$ cat src/rtl/decryption_output_packer.sv
// Packs the decrypted character stream little-endian into 32-bit words and
// buffers them in a show-ahead FIFO drained by a valid/ready handshake.
module decryption_output_packer #(
   parameter int                    SYS_DWIDTH = 8,
   parameter int                    MST_DWIDTH = 32,
   parameter int                    FIFO_DEPTH = 4,
   parameter logic [SYS_DWIDTH-1:0] END_CHAR   = 8'hFA
) (
   input  logic                          clk_sys,
   input  logic                          rst_n,
   input  logic [SYS_DWIDTH-1:0]         data_i,
   input  logic                          valid_i,
   output logic [MST_DWIDTH-1:0]         data_o,
   output logic [3:0]                    byte_en_o,
   output logic                          last_o,
   output logic                          valid_o,
   input  logic                          ready_i,
   output logic [$clog2(FIFO_DEPTH):0]   level_o,
   output logic                          overflow_o
);

   localparam int LANES = 4;
   localparam int AW    = $clog2(FIFO_DEPTH);

   // ---------------------------------------------------------------- packer
   logic [1:0]            pend_cnt_reg;
   logic [MST_DWIDTH-1:0] acc_reg;
   logic [MST_DWIDTH-1:0] acc_merged;
   logic [3:0]            end_be;

   logic                  is_end;
   logic                  push;
   logic [MST_DWIDTH-1:0] push_data;
   logic [3:0]            push_be;
   logic                  push_last;

   genvar gi;
   generate
      for (gi = 0; gi < LANES; gi++) begin : g_lane
         assign acc_merged[gi*SYS_DWIDTH +: SYS_DWIDTH] =
            (pend_cnt_reg == 2'(gi)) ? data_i : acc_reg[gi*SYS_DWIDTH +: SYS_DWIDTH];
         // A terminator closes the word with only the already-filled lanes valid.
         assign end_be[gi] = (2'(gi) < pend_cnt_reg);
      end
   endgenerate

   always_comb begin
      is_end    = (data_i == END_CHAR);
      push      = 1'b0;
      push_data = '0;
      push_be   = 4'b0000;
      push_last = 1'b0;
      if (valid_i) begin
         if (is_end) begin
            push      = 1'b1;
            push_data = acc_reg;
            push_be   = end_be;
            push_last = 1'b1;
         end else if (pend_cnt_reg == 2'd3) begin
            push      = 1'b1;
            push_data = acc_merged;
            push_be   = 4'b1111;
         end
      end
   end

   always_ff @(posedge clk_sys) begin
      if (!rst_n) begin
         pend_cnt_reg <= 2'd0;
         acc_reg      <= '0;
      end else if (valid_i) begin
         if (push) begin
            pend_cnt_reg <= 2'd0;
            acc_reg      <= '0;
         end else begin
            pend_cnt_reg <= pend_cnt_reg + 2'd1;
            acc_reg      <= acc_merged;
         end
      end
   end

   // ------------------------------------------------------------------ FIFO
   logic [MST_DWIDTH-1:0] mem_data [FIFO_DEPTH];
   logic [3:0]            mem_be   [FIFO_DEPTH];
   logic                  mem_last [FIFO_DEPTH];

   logic [AW:0] wr_ptr_reg;
   logic [AW:0] rd_ptr_reg;
   logic [AW:0] level;
   logic        full;
   logic        pop;
   logic        do_write;
   logic        overflow_reg;

   assign level    = wr_ptr_reg - rd_ptr_reg;
   assign full     = (level == (AW+1)'(FIFO_DEPTH));
   assign pop      = (level != '0) && ready_i;
   // A pop at full frees the slot the simultaneous push needs.
   assign do_write = push && (!full || pop);

   always_ff @(posedge clk_sys) begin
      if (!rst_n) begin
         wr_ptr_reg   <= '0;
         rd_ptr_reg   <= '0;
         overflow_reg <= 1'b0;
         for (int i = 0; i < FIFO_DEPTH; i++) begin
            mem_data[i] <= '0;
            mem_be[i]   <= 4'b0000;
            mem_last[i] <= 1'b0;
         end
      end else begin
         if (do_write) begin
            mem_data[wr_ptr_reg[AW-1:0]] <= push_data;
            mem_be[wr_ptr_reg[AW-1:0]]   <= push_be;
            mem_last[wr_ptr_reg[AW-1:0]] <= push_last;
            wr_ptr_reg                   <= wr_ptr_reg + 1'b1;
         end
         if (pop) begin
            rd_ptr_reg <= rd_ptr_reg + 1'b1;
         end
         if (push && !do_write) begin
            overflow_reg <= 1'b1;
         end
      end
   end

   assign data_o     = mem_data[rd_ptr_reg[AW-1:0]];
   assign byte_en_o  = mem_be[rd_ptr_reg[AW-1:0]];
   assign last_o     = mem_last[rd_ptr_reg[AW-1:0]];
   assign valid_o    = (level != '0);
   assign level_o    = level;
   assign overflow_o = overflow_reg;

endmodule

$ cat config.mk
export PLATFORM = sky130hd
export DESIGN_NAME = decryption_output_packer
export DESIGN_NICKNAME = d
export VERILOG_FILES = /design/src/rtl/decryption_output_packer.sv
export SDC_FILE = /design/constraint.sdc
export NUM_CORES = 1
export LEC_CHECK = 0
export ABC_CLOCK_PERIOD_IN_PS = 8300
export BUFFER_PORTS_ARGS = -buffer_cell sky130_fd_sc_hd__buf_2
export CAP_MARGIN = 25
export CORE_MARGIN = 2
export CORE_UTILIZATION = 50
export DETAILED_ROUTE_END_ITERATION = 16
export GPL_TIMING_DRIVEN = 0
export PLACE_DENSITY = 0.73
export SLEW_MARGIN = 20
export SYNTH_ARGS = -nofsm -noshare
export SYNTH_HDL_FRONTEND = slang
export SYNTH_SLANG_ARGS = --single-unit
$ cat constraint.sdc
create_clock -name clk_sys -period 8.3 [get_ports clk_sys]
set_input_delay 2.49 -clock clk_sys [delete_from_list [all_inputs] [get_ports clk_sys]]
set_output_delay 2.49 -clock clk_sys [all_outputs]
set_load 0.05 [all_outputs]
==> results.sh, run 1 <==
export IMPL_synth_area_um2=8320
export IMPL_post_cts_resize_count=0
export IMPL_internal_power_w=0.00180
export IMPL_outcome="complete, no violations"
export IMPL_die_x_um=133
export IMPL_ys_seq_area_frac=0.634
export IMPL_worstSetupEndpointType="primary output"
export IMPL_p_clk_frac=0.342
export IMPL_worstReg2RegStart="wr_ptr_reg[0]$_SDFFE_PN0P_"
export IMPL_fillerInstances=1244
export IMPL_diodes=0
export IMPL_synthesis_instances=600
export IMPL_grt_pass1_wl_mm=29.7
export IMPL_holdWs_ns=0.470
export IMPL_arrival_ns=2.67
export IMPL_worstSkewPairLatency_ns=0.43
export IMPL_critPathKind="flip-flop to primary output"
export IMPL_post_place_ws_ns=3.23
export IMPL_timing_final_crit_period_ns=5.16
export IMPL_slew_viol_final=0
export IMPL_yosys_register_bits=191
export IMPL_syn_to_final_growth_pct=15.3
export IMPL_rows=47
export IMPL_gp_congestion=0.917
export IMPL_drtIter0Drc=666
export IMPL_largest_reg_flops=128
export IMPL_hold_violations=0
export IMPL_routedWlPerCell_um=21.0
export IMPL_hold_buffers=0
export IMPL_finClkSkew_ns=0.00532
export IMPL_tightest_slew_ns=0.847
export IMPL_seq_power_share=0.414
export IMPL_worst_slack_ns=3.14
export IMPL_total_leakage_power_nw=3.32
export IMPL_max_cap_viol_count=0
export IMPL_synth_cell_types=46
export IMPL_core_area_um2=16400
export IMPL_grt_remaining_overflow=0
export IMPL_cts_buffer_depth=2
export IMPL_worst_ir_drop_vdd_uv=256
export IMPL_layout_nets=690
export IMPL_async_flop_share=0
export IMPL_clockRootBuffer="clkbuf_16"
export IMPL_period_share=0.621
export IMPL_multi_input_area_um2=2710
export IMPL_dr_pass1_iters=5
export IMPL_switching_share=0.307
export IMPL_clkTransAtPathRegs_ns=0.06
export IMPL_die_area_um2=17700
export IMPL_initial_utilization=0.507
export IMPL_cts_inserted_buffers=17
export IMPL_cp_data_required_time_ns=5.81
export IMPL_final_layout_size_suffix_gt1_frac=0.245
export IMPL_grt_max_degree=22
export IMPL_ios=54
export IMPL_p_comb_frac=0.244
export IMPL_fmax_ghz=0.194
export IMPL_power_density_nw_per_um2=271
export IMPL_worstSetupStartpointType="flip-flop"
export IMPL_h_tree_depth=4
export IMPL_port_buffer_count=45
export IMPL_max_slew_margin=0.435
export IMPL_drc_errors=0
export IMPL_cts_num_sinks=191
export IMPL_syn_num_nets=620
export IMPL_vias=5420
export IMPL_postCtsSetupBuffers=0
export IMPL_via_per_inst=6.00
export IMPL_cts_tree="done"
export IMPL_post_synth_cell_area_avg_um2=13.9
export IMPL_synth_edf_count=145
export IMPL_grt_pass1_vias=5461
export IMPL_ys_warnings_count=0
export IMPL_rsz0062_at_grt="false"
export IMPL_p_sw_w=0.000797
export IMPL_dp_hpwl_mm=12.6
export IMPL_antenna_found_initial=0
export IMPL_setup_viol=0
export IMPL_worstPathMaxFanout=10
export IMPL_synth_ff_type="edfxtp_1"
export IMPL_register_area_um2=5280
export IMPL_die_h_um=133
export IMPL_min_path_type="flip-flop to flip-flop"
export IMPL_wirelength_mm=19.0
export IMPL_detail_route_antenna_nets=0
export IMPL_grt_usage=0.225
export IMPL_worstHoldStart="acc_reg[4]$_SDFFE_PN0P_"
-- area by class of cell --
cell class,count,area share
Sequential cell,191,0.550
Multi-Input combinational cell,347,0.282
Buffer,51,0.0336
Clock buffer,23,0.0477
Inverter,11,0.00430
Tap cell,220,0.0287
Timing Repair Buffer,51,0.0352
Clock inverter,9,0.0190
-- cell families after synthesis --
family                   after synthesis  synth area share
AO/OA/AOI/OAI                         88            0.0910
XOR/XNOR                               3           0.00481
adder cells (fa/ha/maj)                8            0.0129
buffers and inverters                 62            0.0437
flip-flops                           191             0.634
multiplexers                          42             0.106
AND/OR/NAND/NOR                      206             0.108
-- power groups by stage --
stage          registers (W)  logic, W  clock network (W)
2_1_floorplan        0.00109  0.000503                  0
3_3_place_gp         0.00110  0.000626                  0
3_5_place_dp         0.00110  0.000639                  0
4_1_cts              0.00108  0.000639           0.000892
5_1_grt              0.00108  0.000667           0.000928
6_report             0.00107  0.000633           0.000888
-- synthesized netlist by cell type, types with 2 or more instances --
| cell | instances | area, um2 |
|---|---|---|
| clkbuf_1 | 11 | 41.3 |
| o21a_1 | 2 | 15.0 |
| and2_1 | 12 | 75.1 |
| o2bb2ai_1 | 2 | 17.5 |
| nor2_1 | 143 | 537 |
| nand3_2 | 3 | 30.0 |
| buf_2 | 18 | 90.1 |
| xnor2_1 | 2 | 17.5 |
| a32o_1 | 26 | 260 |
| buf_6 | 12 | 135 |
| a22o_1 | 3 | 26.3 |
| and3_1 | 6 | 37.5 |
| nand2_1 | 23 | 86.3 |
| mux4_2 | 37 | 833 |
| a21o_1 | 2 | 15.0 |
| dfxtp_1 | 46 | 921 |
| o21ai_4 | 3 | 48.8 |
| nor3_1 | 4 | 20.0 |
| ha_1 | 7 | 87.6 |
| edfxtp_1 | 145 | 4350 |
| buf_4 | 5 | 37.5 |
| a21oi_1 | 10 | 50.1 |
| o21ai_0 | 8 | 40.0 |
| a211oi_2 | 3 | 37.5 |
| nand3_1 | 4 | 20.0 |
| inv_1 | 11 | 41.3 |
| buf_1 | 5 | 18.8 |
| mux2i_1 | 5 | 50.1 |
| a32oi_1 | 24 | 210 |
| nand4_1 | 2 | 12.5 |
-- metal layers --
layer  wire (um)  GRT usage
met5           0          0
met4         403     0.0890
met3        1330     0.0490
met2        9400      0.367
met1        7840      0.295
-- through the flow --
step / setup TNS (ns) / cell area, um2 / cells / utilization / total power (W)
6_report: 0 / 9600 / 903 / 0.585 / 0.00260
5_1_grt: 0 / 9600 / 903 / 0.585 / 0.00267
4_1_cts: 0 / 9600 / 903 / 0.585 / 0.00261
3_5_place_dp: 0 / 8960 / 871 / 0.546 / 0.00173
3_3_place_gp: -34.83 / 8820 / 865 / 0.538 / 0.00172
2_1_floorplan: 0 / 8320 / 600 / - / 0.00160
-- final timing paths --
check / endpoint / slack (ns) / cells past startpoint
worst max-delay path: data_o[3] / 3.14 / 4
worst min-delay path: acc_reg[4]$_SDFFE_PN0P_ / 0.47 / 1
worst max register to register: mem_data[0][1]$_SDFFCE_PN0P_ / 4.87 / 11
worst min register to register: acc_reg[4]$_SDFFE_PN0P_ / 0.47 / 1
-- cells in the final DEF (no fill, tap or decap), types with 7 or more instances in the layout --
cell / count
buf_6: 14
mux4_2: 37
clkbuf_1: 16
a32o_1: 26
ha_1: 7
inv_1: 11
clkbuf_16: 17
nor2_1: 143
nand2_1: 20
o21ai_0: 8
a32oi_1: 24
a21oi_1: 10
edfxtp_1: 145
and2_1: 12
dfxtp_1: 46
buf_2: 63
-- worst max-delay path: stages (launching register included) --
cell and delay (ns):
dfxtp_1 0.31, clkbuf_1 0.63, clkbuf_1 0.61, mux4_2 0.45
buf_2 0.23
Note: power is estimated with default switching activity, not from simulation.
==> run 2: changes to the inputs <==
- ABC_AREA: default -> 1
- ABC_CLOCK_PERIOD_IN_PS: 8300 -> 5200
- clock period: 8.3 -> 5.2 ns (I/O delays scaled with it)
==> results.sh, run 2 <==
export IMPL_internal_power_w=0.00269
export IMPL_synth_area_um2=8500
export IMPL_synth_xor_area_frac=0.00206
export IMPL_rows=47
export IMPL_worstSetupStartpointType="flip-flop"
export IMPL_min_path_type="flip-flop to flip-flop"
export IMPL_cts_inserted_buffers=17
export IMPL_via_per_inst=5.69
export IMPL_critical_path_max_stage_delay_ns=0.42
export IMPL_worstSkewPairLatency_ns=0.44
export IMPL_synth_most_common_cell="nor2_1"
export IMPL_grt_pass1_vias=6266
export IMPL_postCtsSetupBuffers=0
export IMPL_crit_family="buffers and inverters"
export IMPL_p_sw_w=0.00184
export IMPL_dp_hpwl_mm=14.6
export IMPL_synth_compound_area_share=0.147
export IMPL_synth_mux_area_frac=0
export IMPL_syn_to_final_growth_pct=13.8
export IMPL_syn_num_nets=904
export IMPL_core_area_um2=16600
export IMPL_layout_nets=980
export IMPL_hold_buffers=0
export IMPL_setup_tns_ns=0
export IMPL_max_cap_viol_count=0
export IMPL_switching_share=0.406
export IMPL_clkTransAtPathRegs_ns=0.07
export IMPL_grt_pass1_wl_mm=33.6
export IMPL_finClkSkew_ns=0.00644
export IMPL_outcome="complete, no violations"
export IMPL_ios=54
export IMPL_dr_pass1_iters=5
export IMPL_port_buffer_count=53
export IMPL_synth_fa_ha_area_frac=0.0127
export IMPL_crit_chain="clkbuf_1 > inv_1 > clkbuf_1 > clkbuf_1 > o21ai_0 > o22ai_1 > buf_2"
export IMPL_cts_buffer_depth=2
export IMPL_largest_reg_flops=128
export IMPL_diodes=0
export IMPL_initial_utilization=0.513
export IMPL_antenna_found_initial=0
export IMPL_synth_ff_type="edfxtp_1"
export IMPL_cp_data_required_time_ns=3.64
export IMPL_clockRootBuffer="clkbuf_16"
export IMPL_synth_top_family_by_area="simple AND/OR/NAND/NOR gates"
export IMPL_grt_max_degree=29
export IMPL_routedWlPerCell_um=18.4
export IMPL_yosys_register_bits=191
export IMPL_total_leakage_power_nw=3.63
export IMPL_post_synth_cell_area_avg_um2=9.62
export IMPL_post_place_cells=1161
export IMPL_synth_top_area_share=0.512
export IMPL_grt_remaining_overflow=0
export IMPL_p_clk_frac=0.266
export IMPL_synthesis_instances=884
export IMPL_critPathSlowestCell="clkbuf_1"
export IMPL_period_share=0.837
export IMPL_synth_cell_types=29
export IMPL_p_comb_frac=0.352
export IMPL_cts_tree="done"
export IMPL_die_h_um=134
export IMPL_synth_common_cells="nor2_1, edfxtp_1, o21ai_0, inv_1, o22ai_1"
export IMPL_cts_num_sinks=191
export IMPL_yosys_area_share_simple=0.154
export IMPL_seq_power_share=0.382
export IMPL_worstPathMaxFanout=10
export IMPL_drc_errors=0
export IMPL_setup_viol=0
export IMPL_worstSetupEndpointType="primary output"
export IMPL_worst_ir_drop_vdd_uv=267
export IMPL_final_cell_mix="nor2_1, edfxtp_1, o21ai_0"
export IMPL_timing_final_crit_period_ns=4.35
export IMPL_h_tree_depth=4
export IMPL_power_density_nw_per_um2=468
export IMPL_hold_violations=0
export IMPL_tightest_slew_ns=0.679
export IMPL_yosysTopAreaCell="edfxtp_1"
export IMPL_arrival_ns=2.79
export IMPL_worst_path_buf_inv=5
export IMPL_placed_area_um2=9150
export IMPL_async_flop_share=0
export IMPL_detail_route_antenna_nets=0
export IMPL_ys_seq_area_frac=0.620
export IMPL_netlist_top_cells_area="edfxtp_1, nor2_1, dfxtp_1"
export IMPL_slew_viol_final=0
export IMPL_gp_congestion=0.909
export IMPL_die_x_um=134
export IMPL_fin_cells=1193
export IMPL_drtIter0Drc=829
export IMPL_grt_usage=0.248
export IMPL_cp_common_cell="clkbuf_1"
export IMPL_max_slew_margin=0.548
export IMPL_fmax_ghz=0.230
export IMPL_critPathKind="flip-flop to primary output"
export IMPL_final_layout_size_suffix_gt1_frac=0.122
export IMPL_vias=6785
export IMPL_ys_warnings_count=0
export IMPL_synth_edf_count=145
export IMPL_final_area_um2=9680
export IMPL_post_cts_resize_count=0
export IMPL_rsz0062_at_grt="false"
export IMPL_wirelength_mm=22.0
export IMPL_die_area_um2=18100
export IMPL_layout_commonest_cell="nor2_1"
[run 2: changes by cell type after synthesis, moves of 20 or more]
cell and delta:
a21oi_1 +29, a32o_1 -26, a32oi_1 -24, clkbuf_1 +20
inv_1 +62, mux4_2 -37, nor2_1 +118, o21ai_0 +97
o22ai_1 +62
[run 2: final cells by class]
| cell class | count | area, um2 |
|---|---|---|
| Fill cell | 1424 | 6900 |
| Buffer | 53 | 267 |
| Sequential cell | 191 | 5280 |
| Timing Repair Buffer | 57 | 353 |
| Inverter | 74 | 278 |
| Tap cell | 220 | 275 |
| Clock buffer | 19 | 433 |
| Clock inverter | 13 | 98.8 |
| Multi-Input combinational cell | 566 | 2700 |
[run 2: final timing paths]
kind / from / end / slack, ns / cells past startpoint
hold / removal: acc_reg[24]$_SDFFE_PN0P_ / acc_reg[24]$_SDFFE_PN0P_ / 0.42 / 2
hold reg to reg: acc_reg[24]$_SDFFE_PN0P_ / acc_reg[24]$_SDFFE_PN0P_ / 0.42 / 2
setup reg to reg: wr_ptr_reg[0]$_SDFFE_PN0P_ / mem_data[2][10]$_SDFFCE_PN0P_ / 1.49 / 12
setup / recovery: flip-flop / data_o[1] / 0.85 / 7
[run 2: power groups by stage]
| stage | Combinational [W] | Sequential, W | Clock (W) |
|---|---|---|---|
| 6_report | 0.00160 | 0.00173 | 0.00120 |
| 5_1_grt | 0.00169 | 0.00174 | 0.00126 |
| 4_1_cts | 0.00159 | 0.00173 | 0.00121 |
| 3_5_place_dp | 0.00159 | 0.00176 | 0 |
| 3_3_place_gp | 0.00156 | 0.00177 | 0 |
| 2_1_floorplan | 0.00117 | 0.00176 | 0 |
[run 2: tightest hold or removal path, stage by stage (launching register included)]
cell and delay (ns):
dfxtp_1 0.31, inv_1 0.04, nor2_1 0.03
[run 2: per-layer routing]
metal / up-vias / share of wire / track usage
met1: 3182 / 0.41 / 0.346
li1: 3184 / - / -
met2: 379 / 0.47 / 0.391
met5: - / 0 / 0
met4: 0 / 0.025 / 0.0971
met3: 40 / 0.10 / 0.0404
[run 2: cell families (layout without fill, tap and decap cells)]
family,after synthesis,count (layout)
AND/OR/NAND/NOR,326,326
buffers and inverters,127,216
AO/OA/AOI/OAI,230,230
XOR/XNOR,2,2
adder cells (fa/ha/maj),8,8
flip-flops,191,191
[run 2: per-stage QoR]
step | utilization | setup WS, ns | total power (W) | hold slack, ns
detailed placement | 0.552 | 1.28 | 0.00335 | 0.415
CTS | 0.584 | 0.846 | 0.00453 | 0.426
floorplan | - | 0.968 | 0.00293 | 0.405
finish | 0.584 | 0.845 | 0.00453 | 0.424
global placement | 0.545 | -0.500 | 0.00333 | 0.413
global route | 0.584 | 0.649 | 0.00469 | 0.447
==> run 3: changes to the inputs <==
- ABC_CLOCK_PERIOD_IN_PS: 5200 -> 3800
- PLACE_DENSITY: 0.73 -> 0.75
- clock period: 5.2 -> 3.8 ns (I/O delays scaled with it)
==> results.sh, run 3 (same netlist as run 2, synthesis figures left out) <==
export IMPL_grt_remaining_overflow=0
export IMPL_grt_max_degree=23
export IMPL_max_cap_viol_count=0
export IMPL_rsz0062_at_grt="false"
export IMPL_syn_to_final_growth_pct=14.8
export IMPL_final_layout_size_suffix_gt1_frac=0.132
export IMPL_timing_final_crit_period_ns=3.61
export IMPL_detail_route_antenna_nets=0
export IMPL_layout_nets=980
export IMPL_fmax_ghz=0.277
export IMPL_port_buffer_count=53
export IMPL_worstPathMaxFanout=12
export IMPL_h_tree_depth=4
export IMPL_tightest_slew_ns=0.667
export IMPL_wirelength_mm=21.9
export IMPL_post_cts_resize_count=6
export IMPL_total_leakage_power_nw=3.67
export IMPL_holdWs_ns=0.425
export IMPL_setup_viol=0
export IMPL_postCtsSetupBuffers=0
export IMPL_grt_pass1_wl_mm=33.9
export IMPL_layout_commonest_cell="nor2_1"
export IMPL_routedLengthMet1_mm=9.03
export IMPL_wl_met3_mm=2.01
export IMPL_clkTransAtPathRegs_ns=0.07
export IMPL_clockRootBuffer="clkbuf_16"
export IMPL_dr_pass1_iters=6
export IMPL_hold_violations=0
export IMPL_die_x_um=134
export IMPL_worstReg2RegStart="wr_ptr_reg[0]$_SDFFE_PN0P_"
export IMPL_r2r_setup_slack_ns=0.42
export IMPL_via_per_inst=5.60
export IMPL_max_slew_margin=0.554
export IMPL_cts_buffer_depth=2
export IMPL_vias=6677
export IMPL_core_area_um2=16600
export IMPL_arrival_ns=2.47
export IMPL_period_share=0.950
export IMPL_min_to="acc_reg[24]$_SDFFE_PN0P_"
export IMPL_cp_data_required_time_ns=2.66
export IMPL_outcome="complete, no violations"
export IMPL_ios=54
export IMPL_met2_length_mm=10.3
export IMPL_cts_inserted_buffers=17
export IMPL_grt_pass1_vias=6294
export IMPL_worstSkewPairLatency_ns=0.45
export IMPL_drc_errors=0
export IMPL_grt_usage=0.249
export IMPL_diodes=0
export IMPL_final_cell_mix="nor2_1, edfxtp_1, o21ai_0"
export IMPL_worstHoldStart="acc_reg[24]$_SDFFE_PN0P_"
export IMPL_holdPathStages=2
export IMPL_die_area_um2=18100
export IMPL_slew_viol_final=0
export IMPL_die_h_um=134
export IMPL_min_path_type="flip-flop to flip-flop"
export IMPL_post_place_cells=1162
export IMPL_drtIter0Drc=680
export IMPL_largest_reg_flops=128
export IMPL_cts_num_sinks=191
export IMPL_fillerInstances=1417
export IMPL_hold_buffers=0
export IMPL_worst_ir_drop_vdd_uv=396
export IMPL_worstSetupStartpointType="flip-flop"
export IMPL_critPathKind="flip-flop to primary output"
export IMPL_worstSetupEndpointType="primary output"
export IMPL_finClkSkew_ns=0.0130
export IMPL_rr_endpoint="mem_data[2][16]$_SDFFCE_PN0P_"
export IMPL_setup_tns_ns=0
export IMPL_reg2reg_depth=12
export IMPL_rows=47
export IMPL_power_density_nw_per_um2=645
export IMPL_routedWlPerCell_um=18.3
export IMPL_fin_cells=1193
export IMPL_dp_hpwl_mm=14.5
export IMPL_power_w=0.00630
export IMPL_top_layer="met4"
export IMPL_cts_tree="done"
export IMPL_antenna_found_initial=0
export IMPL_gp_congestion=0.905
export IMPL_initial_utilization=0.513
[run 3: cell types whose count changed in the layout (fill, tap and decap cells not counted), sizes merged]
cell,before,now
clkinvlp,2,5
buf,79,80
bufinv,1,2
clkinv,10,5
[run 3: layer usage]
| layer | global-route usage | vias up |
|---|---|---|
| met4 | 0.0784 | 0 |
| met5 | 0 | - |
| li1 | - | 3184 |
| met2 | 0.401 | 316 |
| met3 | 0.0593 | 38 |
| met1 | 0.338 | 3139 |
[run 3: worst max path at each step]
stage | slack [ns] | cells past startpoint | startpoint | endpoint
finish | 0.19 | 4 | flip-flop | data_o[1]
global route | 0.06 | 4 | flip-flop | data_o[1]
CTS | 0.06 | 12 | wr_ptr_reg[0]$_SDFFE_PN0P_ | mem_data[2][16]$_SDFFCE_PN0P_
detailed placement | 0.1 | 12 | wr_ptr_reg[0]$_SDFFE_PN0P_ | mem_data[2][16]$_SDFFCE_PN0P_
global placement | -0.68 | 11 | wr_ptr_reg[0]$_SDFFE_PN0P_ | mem_data[2][16]$_SDFFCE_PN0P_
floorplan | 0.37 | 11 | wr_ptr_reg[0]$_SDFFE_PN0P_ | mem_be[2][0]$_SDFFCE_PN0P_
[run 3: per-stage QoR]
stage	instance area [um2]	worst slack [ns]	utilization
after floorplan	8510	0.365	-
after global placement	9050	-0.683	0.546
after detailed placement	9200	0.0970	0.555
after CTS	9760	0.0626	0.589
after global routing	9770	0.0562	0.589
final	9770	0.191	0.589
[run 3: cell type report]
type	count	area, um2	share of cell area
inverters	74	278	0.0284
multi-input cells	566	2710	0.277
well taps	220	275	0.0282
clock buffers	20	437	0.0447
clock inverters	12	120	0.0123
plain buffers	52	273	0.0279
flip-flops and latches	191	5280	0.540
repair buffers	58	403	0.0413
[run 3: where the power goes]
part / total, W / switching [W] / leakage [nW] / internal (W)
combinational: 0.00218 / 0.00170 / 1.55 / 0.000477
clock: 0.00174 / 0.000779 / 0.255 / 0.000958
sequential: 0.00239 / 0.0000558 / 1.87 / 0.00233
total: 0.00630 / 0.00253 / 3.67 / 0.00377
[run 3: worst max-delay path, stage by stage, from the launching register on]
cell      delay, ns
dfxtp_1        0.70
clkbuf_1       0.46
o21ai_0        0.18
o22ai_1        0.34
buf_2          0.33
